$ cat src/rtl/qdma_c2h_sink.sv
// rtl/qdma_c2h_sink.sv - QDMA C2H receive model: framing check, completion matching, status pulses
// Accepts C2H data beats, matches completions against a qid FIFO, and counts statistics.
module qdma_c2h_sink #(
    parameter int          CMPT_FIFO_DEPTH = 8,
    parameter logic [15:0] LFSR_SEED       = 16'hACE1
) (
    input  logic         axi_aclk,
    input  logic         axi_aresetn,
    input  logic         bp_en,
    input  logic [511:0] s_axis_c2h_tdata,
    input  logic [15:0]  s_axis_c2h_ctrl_len,
    input  logic [10:0]  s_axis_c2h_ctrl_qid,
    input  logic [2:0]   s_axis_c2h_ctrl_port_id,
    input  logic         s_axis_c2h_ctrl_has_cmpt,
    input  logic [5:0]   s_axis_c2h_mty,
    input  logic         s_axis_c2h_tvalid,
    input  logic         s_axis_c2h_tlast,
    output logic         s_axis_c2h_tready,
    input  logic         s_axis_c2h_cmpt_tvalid,
    input  logic [10:0]  s_axis_c2h_cmpt_ctrl_qid,
    output logic         s_axis_c2h_cmpt_tready,
    output logic         axis_c2h_status_valid,
    output logic         axis_c2h_status_last,
    output logic         axis_c2h_status_cmp,
    output logic         axis_c2h_status_error,
    output logic         axis_c2h_status_drop,
    output logic [10:0]  axis_c2h_status_qid,
    output logic         axis_c2h_dmawr_cmp,
    output logic [31:0]  pkt_cnt,
    output logic [47:0]  byte_cnt,
    output logic [15:0]  err_cnt,
    output logic [31:0]  cmpt_cnt
);

    localparam int AW = (CMPT_FIFO_DEPTH > 1) ? $clog2(CMPT_FIFO_DEPTH) : 1;
    localparam int CW = AW + 1;
    localparam logic [CW-1:0] DEPTH_C = CW'(CMPT_FIFO_DEPTH);

    typedef enum logic {
        IDLE   = 1'b0,
        IN_PKT = 1'b1
    } state_t;

    state_t        state_q, state_d;
    logic [10:0]   qid_q, qid_d;
    logic [2:0]    port_q, port_d;
    logic [15:0]   len_q, len_d;
    logic          hc_q, hc_d;
    logic [31:0]   acc_q, acc_d;
    logic          err_q, err_d;

    logic          st_valid_q, st_valid_d;
    logic [10:0]   st_qid_q, st_qid_d;
    logic          st_err_q, st_err_d;
    logic          st_cmp_q, st_cmp_d;
    logic [15:0]   st_len_q, st_len_d;

    logic [10:0]   fifo_mem_q [CMPT_FIFO_DEPTH];
    logic [AW-1:0] wr_ptr_q, wr_ptr_d;
    logic [AW-1:0] rd_ptr_q, rd_ptr_d;
    logic [CW-1:0] count_q, count_d;

    logic [15:0]   lfsr_q, lfsr_d;
    logic          tready_q, tready_d;
    logic          dmawr_q, dmawr_d;
    logic [31:0]   pkt_cnt_q, pkt_cnt_d;
    logic [47:0]   byte_cnt_q, byte_cnt_d;
    logic [15:0]   err_cnt_q, err_cnt_d;
    logic [31:0]   cmpt_cnt_q, cmpt_cnt_d;

    logic          beat_acc;
    logic [6:0]    beat_bytes;
    logic          beat_err;
    logic          fld_mis;
    logic [31:0]   acc_sum;
    logic          err_cur;
    logic [10:0]   pkt_qid;
    logic [15:0]   pkt_len;
    logic          pkt_hc;

    logic          push, pop, bypass, wr_en;
    logic          fifo_empty, fifo_full;
    logic [10:0]   cmp_qid;
    logic          cmpt_match, cmpt_err;
    logic [CW-1:0] rsv;
    logic [1:0]    err_inc;
    logic [16:0]   err_sum;

    logic          unused_tdata;
    assign unused_tdata = ^s_axis_c2h_tdata;

    assign beat_acc = s_axis_c2h_tvalid & tready_q;

    // Packet framing FSM: latch first-beat control, accumulate bytes, raise status on tlast
    always_comb begin
        state_d    = state_q;
        qid_d      = qid_q;
        port_d     = port_q;
        len_d      = len_q;
        hc_d       = hc_q;
        acc_d      = acc_q;
        err_d      = err_q;
        st_valid_d = 1'b0;
        st_qid_d   = st_qid_q;
        st_err_d   = 1'b0;
        st_cmp_d   = 1'b0;
        st_len_d   = st_len_q;
        acc_sum    = acc_q;
        err_cur    = err_q;
        pkt_qid    = qid_q;
        pkt_len    = len_q;
        pkt_hc     = hc_q;

        beat_bytes = s_axis_c2h_tlast ? (7'd64 - {1'b0, s_axis_c2h_mty}) : 7'd64;
        beat_err   = ((s_axis_c2h_mty != 6'd0) & ~s_axis_c2h_tlast) |
                     (s_axis_c2h_ctrl_len == 16'd0);
        fld_mis    = (s_axis_c2h_ctrl_qid != qid_q) |
                     (s_axis_c2h_ctrl_port_id != port_q) |
                     (s_axis_c2h_ctrl_len != len_q) |
                     (s_axis_c2h_ctrl_has_cmpt != hc_q);

        if (beat_acc) begin
            if (state_q == IDLE) begin
                qid_d   = s_axis_c2h_ctrl_qid;
                port_d  = s_axis_c2h_ctrl_port_id;
                len_d   = s_axis_c2h_ctrl_len;
                hc_d    = s_axis_c2h_ctrl_has_cmpt;
                acc_sum = {25'd0, beat_bytes};
                err_cur = beat_err;
                pkt_qid = s_axis_c2h_ctrl_qid;
                pkt_len = s_axis_c2h_ctrl_len;
                pkt_hc  = s_axis_c2h_ctrl_has_cmpt;
            end else begin
                acc_sum = acc_q + {25'd0, beat_bytes};
                err_cur = err_q | beat_err | fld_mis;
            end
            acc_d = acc_sum;
            err_d = err_cur;
            if (s_axis_c2h_tlast) begin
                state_d    = IDLE;
                st_valid_d = 1'b1;
                st_qid_d   = pkt_qid;
                st_err_d   = err_cur | (acc_sum != {16'd0, pkt_len});
                st_cmp_d   = pkt_hc & ~st_err_d;
                st_len_d   = pkt_len;
            end else begin
                state_d = IN_PKT;
            end
        end
    end

    // Completion FIFO; a completion arriving with an empty FIFO compares against a same-cycle push
    always_comb begin
        fifo_empty = (count_q == '0);
        fifo_full  = (count_q == DEPTH_C);
        push       = st_valid_q & st_cmp_q;
        pop        = s_axis_c2h_cmpt_tvalid & ~fifo_empty;
        bypass     = s_axis_c2h_cmpt_tvalid & fifo_empty & push;
        wr_en      = push & ~bypass & (~fifo_full | pop);
        cmp_qid    = fifo_empty ? st_qid_q : fifo_mem_q[rd_ptr_q];
        cmpt_match = s_axis_c2h_cmpt_tvalid & (pop | bypass) &
                     (cmp_qid == s_axis_c2h_cmpt_ctrl_qid);
        cmpt_err   = s_axis_c2h_cmpt_tvalid & ~cmpt_match;

        wr_ptr_d   = wr_ptr_q + AW'(wr_en);
        rd_ptr_d   = rd_ptr_q + AW'(pop);
        count_d    = count_q + CW'(wr_en) - CW'(pop);

        lfsr_d     = {lfsr_q[14:0], lfsr_q[15] ^ lfsr_q[13] ^ lfsr_q[12] ^ lfsr_q[10]};
        // Reserve a slot for a push already in the status pipe so the FIFO can never overflow
        rsv        = count_d + CW'(st_cmp_d);
        tready_d   = (rsv < DEPTH_C) & (~bp_en | lfsr_d[0]);

        dmawr_d    = cmpt_match;
        pkt_cnt_d  = pkt_cnt_q + 32'(st_valid_q & ~st_err_q);
        byte_cnt_d = byte_cnt_q + ((st_valid_q & ~st_err_q) ? {32'd0, st_len_q} : 48'd0);
        cmpt_cnt_d = cmpt_cnt_q + 32'(cmpt_match);
        err_inc    = {1'b0, st_valid_q & st_err_q} + {1'b0, cmpt_err};
        err_sum    = {1'b0, err_cnt_q} + {15'd0, err_inc};
        err_cnt_d  = err_sum[16] ? 16'hFFFF : err_sum[15:0];
    end

    always_ff @(posedge axi_aclk) begin
        if (wr_en) begin
            fifo_mem_q[wr_ptr_q] <= st_qid_q;
        end
    end

    always_ff @(posedge axi_aclk or negedge axi_aresetn) begin
        if (!axi_aresetn) begin
            state_q    <= IDLE;
            qid_q      <= '0;
            port_q     <= '0;
            len_q      <= '0;
            hc_q       <= 1'b0;
            acc_q      <= '0;
            err_q      <= 1'b0;
            st_valid_q <= 1'b0;
            st_qid_q   <= '0;
            st_err_q   <= 1'b0;
            st_cmp_q   <= 1'b0;
            st_len_q   <= '0;
            wr_ptr_q   <= '0;
            rd_ptr_q   <= '0;
            count_q    <= '0;
            lfsr_q     <= LFSR_SEED;
            tready_q   <= 1'b0;
            dmawr_q    <= 1'b0;
            pkt_cnt_q  <= '0;
            byte_cnt_q <= '0;
            err_cnt_q  <= '0;
            cmpt_cnt_q <= '0;
        end else begin
            state_q    <= state_d;
            qid_q      <= qid_d;
            port_q     <= port_d;
            len_q      <= len_d;
            hc_q       <= hc_d;
            acc_q      <= acc_d;
            err_q      <= err_d;
            st_valid_q <= st_valid_d;
            st_qid_q   <= st_qid_d;
            st_err_q   <= st_err_d;
            st_cmp_q   <= st_cmp_d;
            st_len_q   <= st_len_d;
            wr_ptr_q   <= wr_ptr_d;
            rd_ptr_q   <= rd_ptr_d;
            count_q    <= count_d;
            lfsr_q     <= lfsr_d;
            tready_q   <= tready_d;
            dmawr_q    <= dmawr_d;
            pkt_cnt_q  <= pkt_cnt_d;
            byte_cnt_q <= byte_cnt_d;
            err_cnt_q  <= err_cnt_d;
            cmpt_cnt_q <= cmpt_cnt_d;
        end
    end

    assign s_axis_c2h_tready      = tready_q;
    assign s_axis_c2h_cmpt_tready = 1'b1;
    assign axis_c2h_status_valid  = st_valid_q;
    assign axis_c2h_status_last   = st_valid_q;
    assign axis_c2h_status_cmp    = st_cmp_q;
    assign axis_c2h_status_error  = st_err_q;
    assign axis_c2h_status_drop   = st_err_q;
    assign axis_c2h_status_qid    = st_qid_q;
    assign axis_c2h_dmawr_cmp     = dmawr_q;
    assign pkt_cnt                = pkt_cnt_q;
    assign byte_cnt               = byte_cnt_q;
    assign err_cnt                = err_cnt_q;
    assign cmpt_cnt               = cmpt_cnt_q;

endmodule

$ cat config.mk
export PLATFORM = sky130hd
export DESIGN_NAME = qdma_c2h_sink
export DESIGN_NICKNAME = d
export VERILOG_FILES = /design/src/rtl/qdma_c2h_sink.sv
export SDC_FILE = /design/constraint.sdc
export NUM_CORES = 1
export LEC_CHECK = 0
export BUFFER_PORTS_ARGS = -buffer_cell sky130_fd_sc_hd__clkbuf_2
export CELL_PAD_IN_SITES_DETAIL_PLACEMENT = 2
export CELL_PAD_IN_SITES_GLOBAL_PLACEMENT = 2
export CORE_AREA = 5 5 275 277
export DETAILED_ROUTE_END_ITERATION = 10
export DIE_AREA = 0 0 280 282
export PLACE_DENSITY = 0.68
export SYNTH_ARGS = -nofsm -noshare
export SYNTH_HDL_FRONTEND = slang
export SYNTH_SLANG_ARGS = --single-unit
$ cat constraint.sdc
create_clock -name axi_aclk -period 3.4 [get_ports axi_aclk]
set_input_delay 0.34 -clock axi_aclk [delete_from_list [all_inputs] [get_ports axi_aclk]]
set_output_delay 0.34 -clock axi_aclk [all_outputs]
set_load 0.01 [all_outputs]
Word-level counts from Yosys, hierarchy flattened
Memory sizes are Yosys's and may differ from the RTL's.
Index checks and enable logic that the tools add are counted.
- bits in registers: 251
- bits in writable memories: 88
- output and inout bits: 147
- memories kept: 1
- add/sub/neg operators: 12
- order comparisons: 1
- equal/unequal tests: 7
- muxes and demuxes: 22
- bitwise operators: 39
- reduce and logical (&&, ||, !) cells: 5
- memory list (memory ; depth ; bits a word ; read ports ; clocked after memory_dff ; wr ports ; line ; RTL):
    fifo_mem_q ; 8 ; 11 ; 1 ; 0 ; 1 ; 58 ; logic [10:0] fifo_mem_q [CMPT_FIFO_DEPTH];
- operators with widths (operator ; count):
    $mux 16 ; 4
    $mux 32 ; 2
    $add 48x16->48 ; 1
    $add 32x1->32 ; 1
    $add 32x32->32 ; 1
    $add 32x7->32 ; 1
    $and 1x32->32 ; 1
    $ne 32x16->1 ; 1
    $not 1->32 ; 1
    $mux 11 ; 2
    $add 16x2->17 ; 1
    $logic_not 16->1 ; 1
    $ne 16x16->1 ; 1
    $and 1x1->1 ; 15
    $mux 1 ; 13
    $eq 11x11->1 ; 1
    $ne 11x11->1 ; 1
    $or 1x1->1 ; 10
    $not 1->1 ; 9
    $add 4x1->4 ; 2
    $mux 7 ; 1
    $sub 7x6->7 const A ; 1
    $add 3x1->3 ; 2
    $reduce_bool 6->1 ; 1
    other kinds (9) ; 12

Depth between registers and ports, before layout
Gate-level depths: netlist of the first run.
- depth after elaboration: 15
- gate-level depth with buffers: 20
- mapped depth without buffers: 17

Least setup slack after synthesis of the first run
Ideal clock, no wire load.
- kind: flip-flop to flip-flop
- start: register rd_ptr_q[0]
- end: register cmpt_cnt_q[28], in the netlist cmpt_cnt[28]
- setup time: 0.125 ns
- arrival: 3.570 ns
- required time: 3.275 ns
- path slack: -0.296 ns
- stages on the path, launching flop included: 17
- period minus slack after synthesis: 3.696 ns
- cells stage by stage: dfrtp_1 > buf_2 > mux4_2 > mux2i_1 > o21ai_0 > xnor2_1 > nand4_1 > nor4_1 > ha_1 > ha_1 > nand2_1 > nor2_1 > and3_1 > and2_1 > clkbuf_1 > nand3_1 > xnor2_1
- longest elaborated chain between the ends: 5
- ends and longest elaborated chain (what ; line ; RTL):
    start, declared ; 60 ; logic [AW-1:0] rd_ptr_q, rd_ptr_d;
    start signal, assigned ; 227 ; rd_ptr_q <= rd_ptr_d;
    $mem_v2 8x11 ; - ;
    $mux 11 ; 160 ; cmp_qid = fifo_empty ? st_qid_q : fifo_mem_q[rd_ptr_q];
    $eq 11x11->1 ; 162 ; (cmp_qid == s_axis_c2h_cmpt_ctrl_qid);
    $and 1x1->1 ; 161 ; cmpt_match = s_axis_c2h_cmpt_tvalid & (pop | bypass) &
    net cmpt_match ; 84 ; logic cmpt_match, cmpt_err;
    $add 32x1->32 ; 177 ; cmpt_cnt_d = cmpt_cnt_q + 32'(cmpt_match);
    net cmpt_cnt_d[28] ; 69 ; logic [31:0] cmpt_cnt_q, cmpt_cnt_d;
    end signal, assigned ; 235 ; cmpt_cnt_q <= cmpt_cnt_d;
    end, declared ; 69 ;
The timed path passes the listed nets, and every way through them passes these cells.
A chain may end at the register's enable or synchronous reset.

Final worst setup path of the first run
- start: register rd_ptr_q[0]
- end: register cmpt_cnt_q[21], in the netlist cmpt_cnt[21]
The elaborated chain is that of the path after synthesis.

==> impl_metrics.sql, run 1 <==
INSERT INTO impl_metrics (metric_group, metric, value, unit) VALUES
('run_status', 'status', 'complete, but fails checks', ''),
('run_status', 'violations', 'setup timing', ''),
('hold_path', 'hold_path_end', 'qid_q[3]', ''),
('synth', 'netlist_top_cells_count', 'sky130_fd_sc_hd__dfrtp_1 (243), sky130_fd_sc_hd__nand2_1 (158), sky130_fd_sc_hd__xnor2_1 (112)', ''),
('floorplanning', 'die_height', '282', 'um'),
('clock_tree', 'clock_tree.buffer_depth', '3', ''),
('timing', 'setup_ws', '-0.131', 'ns'),
('synth', 'syn-cell-area', '0.0167', 'mm2'),
('clock_tree', 'root_buffer', 'sky130_fd_sc_hd__clkbuf_16', ''),
('placed_design', 'pre_cts_ws', '-0.550', 'ns'),
('worst_setup_path', 'worst_r2r_path_depth', '17', ''),
('global_route', 'grt_first_pass_wirelength', '86.7', 'mm'),
('routing', 'vias', '12762', ''),
('hold_path', 'min-delay-start', 's_axis_c2h_ctrl_qid[3]', ''),
('worst_setup_path', 'critical_path.cell_chain', 'buf_8 > mux4_2 > mux2i_4 > o21ai_2 > xnor2_1 > nand4_1 > nor4_4 > buf_6 > buf_12 > ha_4 > buf_6 > nand3_4 > nor2_4 > and3_4 > buf_6 > nand4_1 > xnor2_1', ''),
('clock_tree', 'tritoncts_clock_tree', 'yes', ''),
('routing', 'mean_number_of_vias_per_cell', '4.55', ''),
('placed_design', 'place_congestion', '0.832', ''),
('worst_setup_path', 'worst_path_max_delay_cell', 'sky130_fd_sc_hd__mux4_2', ''),
('synth', 'synthTopCellsByArea', 'sky130_fd_sc_hd__dfrtp_1 (37%), sky130_fd_sc_hd__edfxtp_1 (16%), sky130_fd_sc_hd__xnor2_1 (5.9%)', ''),
('synth', 'post_synth_inst_count', '1455', ''),
('cells_and_area', 'final_layout_size_suffix_gt1_share', '34.1', '%'),
('timing', 'tightest_slew', '0.985', 'ns'),
('synth', 'synth_enable_flop_cells', '88', ''),
('floorplanning', 'design.portCount', '713', ''),
('worst_setup_path', 'timing.setup.critical_path_class', 'reg2reg', ''),
('worst_setup_path', 'critical_path.reg2reg.endpoint', 'cmpt_cnt[21]', ''),
('synth', 'synth.distinct_cells', '78', ''),
('power_and_ir_drop', 'cellPowerDensity', '701', 'mW/mm2'),
('worst_setup_path', 'critPathCaptureType', 'flip-flop', ''),
('global_route', 'grt.overflow.total', '0', ''),
('hold_path', 'hold_depth', '2', ''),
('routing', 'dr.pass1.iters', '4', ''),
('timing', 'fin_tns_setup', '-1.59', 'ns'),
('global_route', 'gr-usage-all-layers', '14.0', '%'),
('worst_setup_path', 'worst-endpoint-required', '3.84', 'ns'),
('power_and_ir_drop', 'leakage', '0.00974', 'uW'),
('global_route', 'antenna_violations_before_repair', '6', ''),
('clock_tree', 'cts_num_sinks', '339', ''),
('timing', 'setup_violations', '26', ''),
('floorplanning', 'die_w', '280', 'um'),
('synth', 'synth_most_common_cell', 'sky130_fd_sc_hd__dfrtp_1', ''),
('synth', 'synth_warnings', '0', ''),
('cells_and_area', 'layout.filler_cells', '7868', ''),
('routing', 'wirelength', '56.6', 'mm'),
('run', 'timing.max_cap.violations', '0', ''),
('global_route', 'maximum_number_of_pins_on_one_net_before_global_route_repair', '90', ''),
('power_and_ir_drop', 'power.total', '15500', 'uW'),
('routing', 'drt_first_iter_violations', '469', ''),
('timing', 'timing.final.max_slew_violations', '0', ''),
('routing', 'drc', '0', ''),
('worst_setup_path', 'critical_path_fanouts_max', '6', ''),
('synth', 'synth.avg_cell_area', '11.4', 'um2'),
('hold_path', 'holdCritPathClass', 'in2reg', ''),
('clock_tree', 'htreeDepth', '2', ''),
('placed_design', 'port_buffers', '199', ''),
('timing', 'max_freq', '0.283', 'GHz'),
('synth', 'synth_top_cell_area_share', '36.5', '%'),
('power_and_ir_drop', 'max-vdd-ir-drop', '283', 'uV'),
('worst_setup_path', 'rr_startpoint', 'rd_ptr_q[0]', ''),
('synth', 'synth.yosys.seq_area_share', '53.6', '%'),
('routing', 'routedWlPerCell', '20.2', 'um'),
('clock_tree', 'clk_pin_slew_worst_paths', '0.06', 'ns'),
('global_route', 'vias_in_the_first_global_route', '14339', ''),
('worst_setup_path', 'crit_path_max_incr_delay', '0.55', 'ns'),
('timing', 'worst_clock_skew', '0.0268', 'ns'),
('timing', 'timing_hold_violations_final', '0', ''),
('worst_setup_path', 'critical-path-top-cell-by-count', 'sky130_fd_sc_hd__buf_6', ''),
('routing', 'drt.antenna.violating_nets', '0', ''),
('synth', 'synth-seq-cells', '339', ''),
('floorplanning', 'coreArea', '0.0726', 'mm2');
## registers in the layout, summed over array words and instances (netlist names), 3 cells and up
| register | count |
|---|---|
| rd_ptr_q | 3 |
| wr_ptr_q | 3 |
| lfsr_q | 16 |
| len_q | 16 |
| qid_q | 11 |
| cmpt_cnt | 32 |
| st_len_q | 16 |
| pkt_cnt | 32 |
| err_cnt | 16 |
| count_q | 4 |
| port_q | 3 |
| byte_cnt | 48 |
| acc_q | 32 |
| fifo_mem_q | 88 |
| axis_c2h_status_qid | 11 |
## critical path, delay by kind of cell, from the launching register on
family          cells  cell delay (ns)
xor+xnor            2             0.31
buf+inv             5             0.63
fa+ha+maj           1             0.13
simple gates        6             1.04
mux                 2             0.76
compound gates      1             0.09
flops               1             0.44
## cell type report
| cell class | instances | area (um2) | area share [%] |
|---|---|---|---|
| clock buffers | 62 | 1200 | 5.41 |
| repair buffers | 372 | 2530 | 11.4 |
| multi-input cells | 1025 | 7990 | 36.1 |
| inverters | 32 | 120 | 0.542 |
| diodes | 3 | 7.51 | 0.0339 |
| flip-flops and latches | 339 | 8940 | 40.3 |
| clock inverters | 15 | 168 | 0.757 |
| well taps | 959 | 1200 | 5.42 |
## cells by family after synthesis
| family | count (synthesis) | share of synthesized area, % |
|---|---|---|
| AOI/OAI and AO/OA | 203 | 7.49 |
| xor gates and xnor gates | 198 | 10.4 |
| adders and majority gates | 42 | 3.33 |
| buffers and inverters | 92 | 2.33 |
| DFF | 339 | 53.6 |
| muxes | 102 | 8.04 |
| other | 1 | 0.0225 |
| and+or+nand+nor | 478 | 14.8 |
## layer usage
metal | track usage [%] | wire length (um) | up-vias
met4 | 4.47 | 1630 | 2
met1 | 17.2 | 24000 | 6600
met5 | 0 | 7 | -
met3 | 2.91 | 2480 | 85
li1 | - | - | 5881
met2 | 24.5 | 28500 | 194
## power by group
group	leakage (uW)	internal, uW	switching [uW]
combinational	0.00500	2340	2820
clock	0.000669	2680	1850
sequential	0.00406	4990	852
total	0.00974	10000	5520
## placed cells by master (no fill, tap or decap), types with 12 or more instances in the layout
cell type                   netlist  layout
sky130_fd_sc_hd__a21o_1          12      12
sky130_fd_sc_hd__a21oi_1         51      47
sky130_fd_sc_hd__and2_1          24      18
sky130_fd_sc_hd__and3_1          30      25
sky130_fd_sc_hd__buf_4            7     144
sky130_fd_sc_hd__buf_6            0      13
sky130_fd_sc_hd__clkbuf_1        33      14
sky130_fd_sc_hd__clkbuf_16        0      43
sky130_fd_sc_hd__clkbuf_2         0     198
sky130_fd_sc_hd__dfrtp_1        243     241
sky130_fd_sc_hd__edfxtp_1        88      88
sky130_fd_sc_hd__ha_1            38      28
sky130_fd_sc_hd__inv_1           31      29
sky130_fd_sc_hd__mux2_2          34      34
sky130_fd_sc_hd__mux2i_1         46      37
sky130_fd_sc_hd__mux4_2          22      22
sky130_fd_sc_hd__nand2_1        158     151
sky130_fd_sc_hd__nand3_1         55      44
sky130_fd_sc_hd__nand4_1         26      26
sky130_fd_sc_hd__nor2_1          82      74
sky130_fd_sc_hd__nor3_1          24      23
sky130_fd_sc_hd__nor4_1          20      13
sky130_fd_sc_hd__o21ai_0         77      60
sky130_fd_sc_hd__xnor2_1        112     109
sky130_fd_sc_hd__xor2_1          86      85
## repair_timing
action | 4_1_cts | 5_1_grt
gates cloned | 3 | 1
resized for setup | 93 | 79
endpoints found under the hold margin | 78 | 0
buffers inserted | 27 | 17
endpoints found under the setup margin | 69 | 74
hold buffers | 2 | 0
pin swaps | 36 | 45
## how the worst max path moves through the flow
| stage | startpoint | end | slack (ns) | cells after the start |
|---|---|---|---|---|
| 5_1_grt | rd_ptr_q[0] | cmpt_cnt[28] | -0.31 | 17 |
| 4_1_cts | rd_ptr_q[0] | err_cnt[15] | -0.23 | 17 |
| 3_5_place_dp | s_axis_c2h_mty[1] | s_axis_c2h_tready | -0.55 | 17 |
| 6_report | rd_ptr_q[0] | cmpt_cnt[21] | -0.13 | 17 |
| 2_1_floorplan | rd_ptr_q[0] | cmpt_cnt[28] | 0.03 | 16 |
| 3_3_place_gp | rd_ptr_q[0] | cmpt_cnt[26] | -0.45 | 16 |
## through the flow
step | utilization [%] | hold WS [ns] | std cells | area [um2]
global placement | 27.2 | 0.333 | 2691 | 19800
detailed placement | 27.2 | 0.343 | 2691 | 19800
global route | 30.5 | 0.0319 | 2805 | 22100
floorplan | - | 0.0444 | 1455 | 16700
finish | 30.5 | 0.0445 | 2807 | 22100
CTS | 30.1 | 0.00637 | 2799 | 21800
No activity file was read; power rests on OpenSTA's default activity.
==> run 2, diff against run 1 <==
--- a/config.mk
+++ b/config.mk
@@ -7,10 +7,8 @@
 export LEC_CHECK = 0
 export BUFFER_PORTS_ARGS = -buffer_cell sky130_fd_sc_hd__clkbuf_2
-export CELL_PAD_IN_SITES_DETAIL_PLACEMENT = 2
-export CELL_PAD_IN_SITES_GLOBAL_PLACEMENT = 2
-export CORE_AREA = 5 5 275 277
+export CORE_AREA = 5 5 276 278
 export DETAILED_ROUTE_END_ITERATION = 10
-export DIE_AREA = 0 0 280 282
-export PLACE_DENSITY = 0.68
+export DIE_AREA = 0 0 281 283
+export PLACE_DENSITY = 0.46
 export SYNTH_ARGS = -nofsm -noshare
 export SYNTH_HDL_FRONTEND = slang
==> constraint.sdc (replaced) <==
create_clock -name axi_aclk -period 3.4 [get_ports axi_aclk]
set_input_delay 0.34 -clock axi_aclk [delete_from_list [all_inputs] [get_ports axi_aclk]]
set_output_delay 0.34 -clock axi_aclk [all_outputs]
set_load 0.1 [all_outputs]
==> run 2 against run 1 <==
Compared with the run above: the run still ends with setup timing left; cell area rose by 0.44%; register-to-register slack improved by 0.05 ns; sequential cell count did not move; hold slack improved by 0.0058 ns; combinational power rose by 29%; critical endpoint is now cmpt_cnt[24]; largest cell class unchanged.
==> impl_metrics.sql, run 2 (synthesis results as in run 1) <==
INSERT INTO impl_metrics (metric_group, metric, value, unit) VALUES
('run_status', 'status', 'complete, but fails checks', ''),
('run_status', 'violations', 'setup timing', ''),
('timing', 'max_slew_margin', '37.9', '%'),
('timing', 'tightest_slew', '0.931', 'ns'),
('placed_design', 'place_congestion', '0.829', ''),
('clock_tree', 'tritoncts_clock_tree', 'yes', ''),
('routing', 'drc', '0', ''),
('cells_and_area', 'layout.nets', '2424', ''),
('worst_setup_path', 'critical_path_fanouts_max', '8', ''),
('cells_and_area', 'final_cell_mix', 'sky130_fd_sc_hd__dfrtp_1 (239), sky130_fd_sc_hd__clkbuf_2 (198), sky130_fd_sc_hd__buf_4 (153), sky130_fd_sc_hd__nand2_1 (147), sky130_fd_sc_hd__xnor2_1 (104)', ''),
('cells_and_area', 'multi_input_area', '0.00787', 'mm2'),
('cells_and_area', 'layout.cells.most_common', 'sky130_fd_sc_hd__dfrtp_1', ''),
('global_route', 'grt.met1_usage', '15.3', '%'),
('timing', 'timing_hold_violations_final', '0', ''),
('clock_tree', 'numCtsBuffers', '41', ''),
('power_and_ir_drop', 'leakage', '0.00982', 'uW'),
('floorplanning', 'die_height', '283', 'um'),
('placed_design', 'dpl.hpwl', '33.9', 'mm'),
('routing', 'vias', '12267', ''),
('hold_path', 'holdCritPathClass', 'in2reg', ''),
('worst_setup_path', 'category_of_the_worst_setup_path_launch_point', 'flip-flop', ''),
('routing', 'dr.pass1.iters', '5', ''),
('timing', 'worst_hold_slack', '0.0503', 'ns'),
('power_and_ir_drop', 'power.total', '17200', 'uW'),
('clock_tree', 'clk_pin_slew_worst_paths', '0.06', 'ns'),
('cells_and_area', 'layout.filler_cells', '7525', ''),
('global_route', 'grt_first_pass_wirelength', '73.6', 'mm'),
('timing', 'post-route-period-util', '102', '%'),
('routing', 'drt.antenna.violating_nets', '0', ''),
('cells_and_area', 'seqCellArea', '0.00894', 'mm2'),
('floorplanning', 'die_area', '0.0795', 'mm2'),
('floorplanning', 'floorplan.initialDensity', '22.6', '%'),
('timing', 'timing.final.max_slew_violations', '0', ''),
('power_and_ir_drop', 'cellPowerDensity', '772', 'mW/mm2'),
('global_route', 'globalRouteMet2Util', '19.6', '%'),
('clock_tree', 'root_buffer', 'sky130_fd_sc_hd__clkbuf_16', ''),
('timing', 'rsz0062_at_grt', 'yes', ''),
('global_route', 'grt.overflow.total', '0', ''),
('placed_design', 'placed_area', '0.0200', 'mm2'),
('worst_setup_path', 'worst-endpoint-required', '3.84', 'ns'),
('timing', 'finalCriticalPeriod', '3.48', 'ns'),
('global_route', 'vias_in_the_first_global_route', '12587', ''),
('timing', 'worst_clock_skew', '0.0238', 'ns'),
('cells_and_area', 'final_design_area_no_fill', '0.0222', 'mm2'),
('worst_setup_path', 'critical_path_arrival', '3.91', 'ns'),
('global_route', 'antenna_violations_before_repair', '3', ''),
('run', 'timing.max_cap.violations', '0', ''),
('clock_tree', 'skew_pair_late_insertion_delay', '0.56', 'ns'),
('routing', 'mean_number_of_vias_per_cell', '4.35', ''),
('clock_tree', 'clock_tree.buffer_depth', '3', ''),
('floorplanning', 'design.portCount', '713', ''),
('global_route', 'maximum_number_of_pins_on_one_net_before_global_route_repair', '95', ''),
('worst_setup_path', 'timing.setup.critical_path_class', 'reg2reg', ''),
('cells_and_area', 'largest_register_ff_count', '88', ''),
('global_route', 'global_route.peak_usage_layer', 'met2', ''),
('timing', 'setup_violations', '16', ''),
('placed_design', 'port_buffers', '199', ''),
('cells_and_area', 'final_layout_size_suffix_gt1_share', '33.5', '%'),
('floorplanning', 'die_w', '281', 'um'),
('routing', 'drt_first_iter_violations', '589', ''),
('worst_setup_path', 'critPathCaptureType', 'flip-flop', ''),
('timing', 'max_freq', '0.288', 'GHz'),
('global_route', 'gr-usage-all-layers', '11.6', '%'),
('clock_tree', 'cts_num_sinks', '339', ''),
('routing', 'wirelength', '47.5', 'mm'),
('power_and_ir_drop', 'max-vdd-ir-drop', '513', 'uV'),
('timing', 'setup_ws', '-0.0767', 'ns'),
('worst_setup_path', 'ff2ff_setup_slack', '-0.08', 'ns'),
('cells_and_area', 'top_register', 'fifo_mem_q', ''),
('cells_and_area', 'syn_to_final_growth', '33.5', '%'),
('floorplanning', 'coreArea', '0.0737', 'mm2'),
('clock_tree', 'htreeDepth', '2', ''),
('routing', 'routedWlPerCell', '16.8', 'um'),
('global_route', 'met3_usage', '2.54', '%'),
('timing', 'fin_tns_setup', '-0.438', 'ns'),
('floorplanning', 'placement_rows', '100', '');
[run 2: power by group]
group          switching, uW  leakage (uW)  total (uW)  internal [uW]
clock network           1840      0.000724        4830           3000
logic                   4260       0.00504        6650           2390
registers                704       0.00406        5690           4990
total                   6800       0.00982       17200          10400
[run 2: through the flow]
stage,utilization (%),setup WS [ns],cells
final,30.2,-0.0767,2820
after global placement,27.1,-0.360,2713
after floorplan,-,0.00745,1455
after global routing,30.2,-0.285,2818
after CTS,29.6,-0.198,2806
after detailed placement,27.1,-0.468,2713
[run 2: timing repair]
action	CTS	global route
hold endpoints to repair	90	0
gates resized for setup	60	59
gates cloned	2	1
pin swaps	22	28
hold buffers	1	0
endpoints found under the setup margin	60	59
setup buffers	15	13
[run 2: metal layers]
layer / part of all wire (%) / wire length, um / up-vias
met1: 45 / 21200 / 6100
met4: 1.9 / 916 / 2
li1: - / - / 5901
met2: 49 / 23100 / 199
met3: 4.6 / 2180 / 65
met5: 0.027 / 13 / -
[run 2: worst paths after layout]
path                                            startpoint                 endpoint  cells after the start
worst max-delay path                           rd_ptr_q[0]             cmpt_cnt[24]                     17
worst min-delay path            s_axis_c2h_ctrl_port_id[2]                port_q[2]                      2
worst max register to register                 rd_ptr_q[0]             cmpt_cnt[24]                     17
worst min register to register                   lfsr_q[8]                lfsr_q[9]                      0
max in group asynchronous                      axi_aresetn                lfsr_q[5]                      3
min in group asynchronous                      axi_aresetn  axis_c2h_status_qid[10]                      2
[run 2: cell type report]
| type | instances | share of cell area (%) |
|---|---|---|
| repair buffers | 377 | 11.7 |
| flip-flops and latches | 339 | 40.2 |
| well taps | 969 | 5.45 |
| clock inverters | 24 | 1.72 |
| multi-input cells | 1025 | 35.4 |
| clock buffers | 52 | 4.94 |
| diodes | 2 | 0.0225 |
| inverters | 32 | 0.540 |
[run 2: worst max-delay path: stages, from the launching register on]
cell and delay, ns:
sky130_fd_sc_hd__dfrtp_2 0.44, sky130_fd_sc_hd__buf_12 0.17, sky130_fd_sc_hd__mux4_2 0.50, sky130_fd_sc_hd__mux2i_1 0.15, sky130_fd_sc_hd__o21ai_1 0.13, sky130_fd_sc_hd__xnor2_1 0.18, sky130_fd_sc_hd__nand4_1 0.16, sky130_fd_sc_hd__nor4_4 0.26
sky130_fd_sc_hd__buf_4 0.18, sky130_fd_sc_hd__buf_6 0.11, sky130_fd_sc_hd__ha_4 0.13, sky130_fd_sc_hd__ha_4 0.15, sky130_fd_sc_hd__nand2_4 0.06, sky130_fd_sc_hd__nor2_4 0.09, sky130_fd_sc_hd__and3_4 0.18, sky130_fd_sc_hd__and2_4 0.21
sky130_fd_sc_hd__nand3_4 0.09, sky130_fd_sc_hd__xnor2_2 0.14
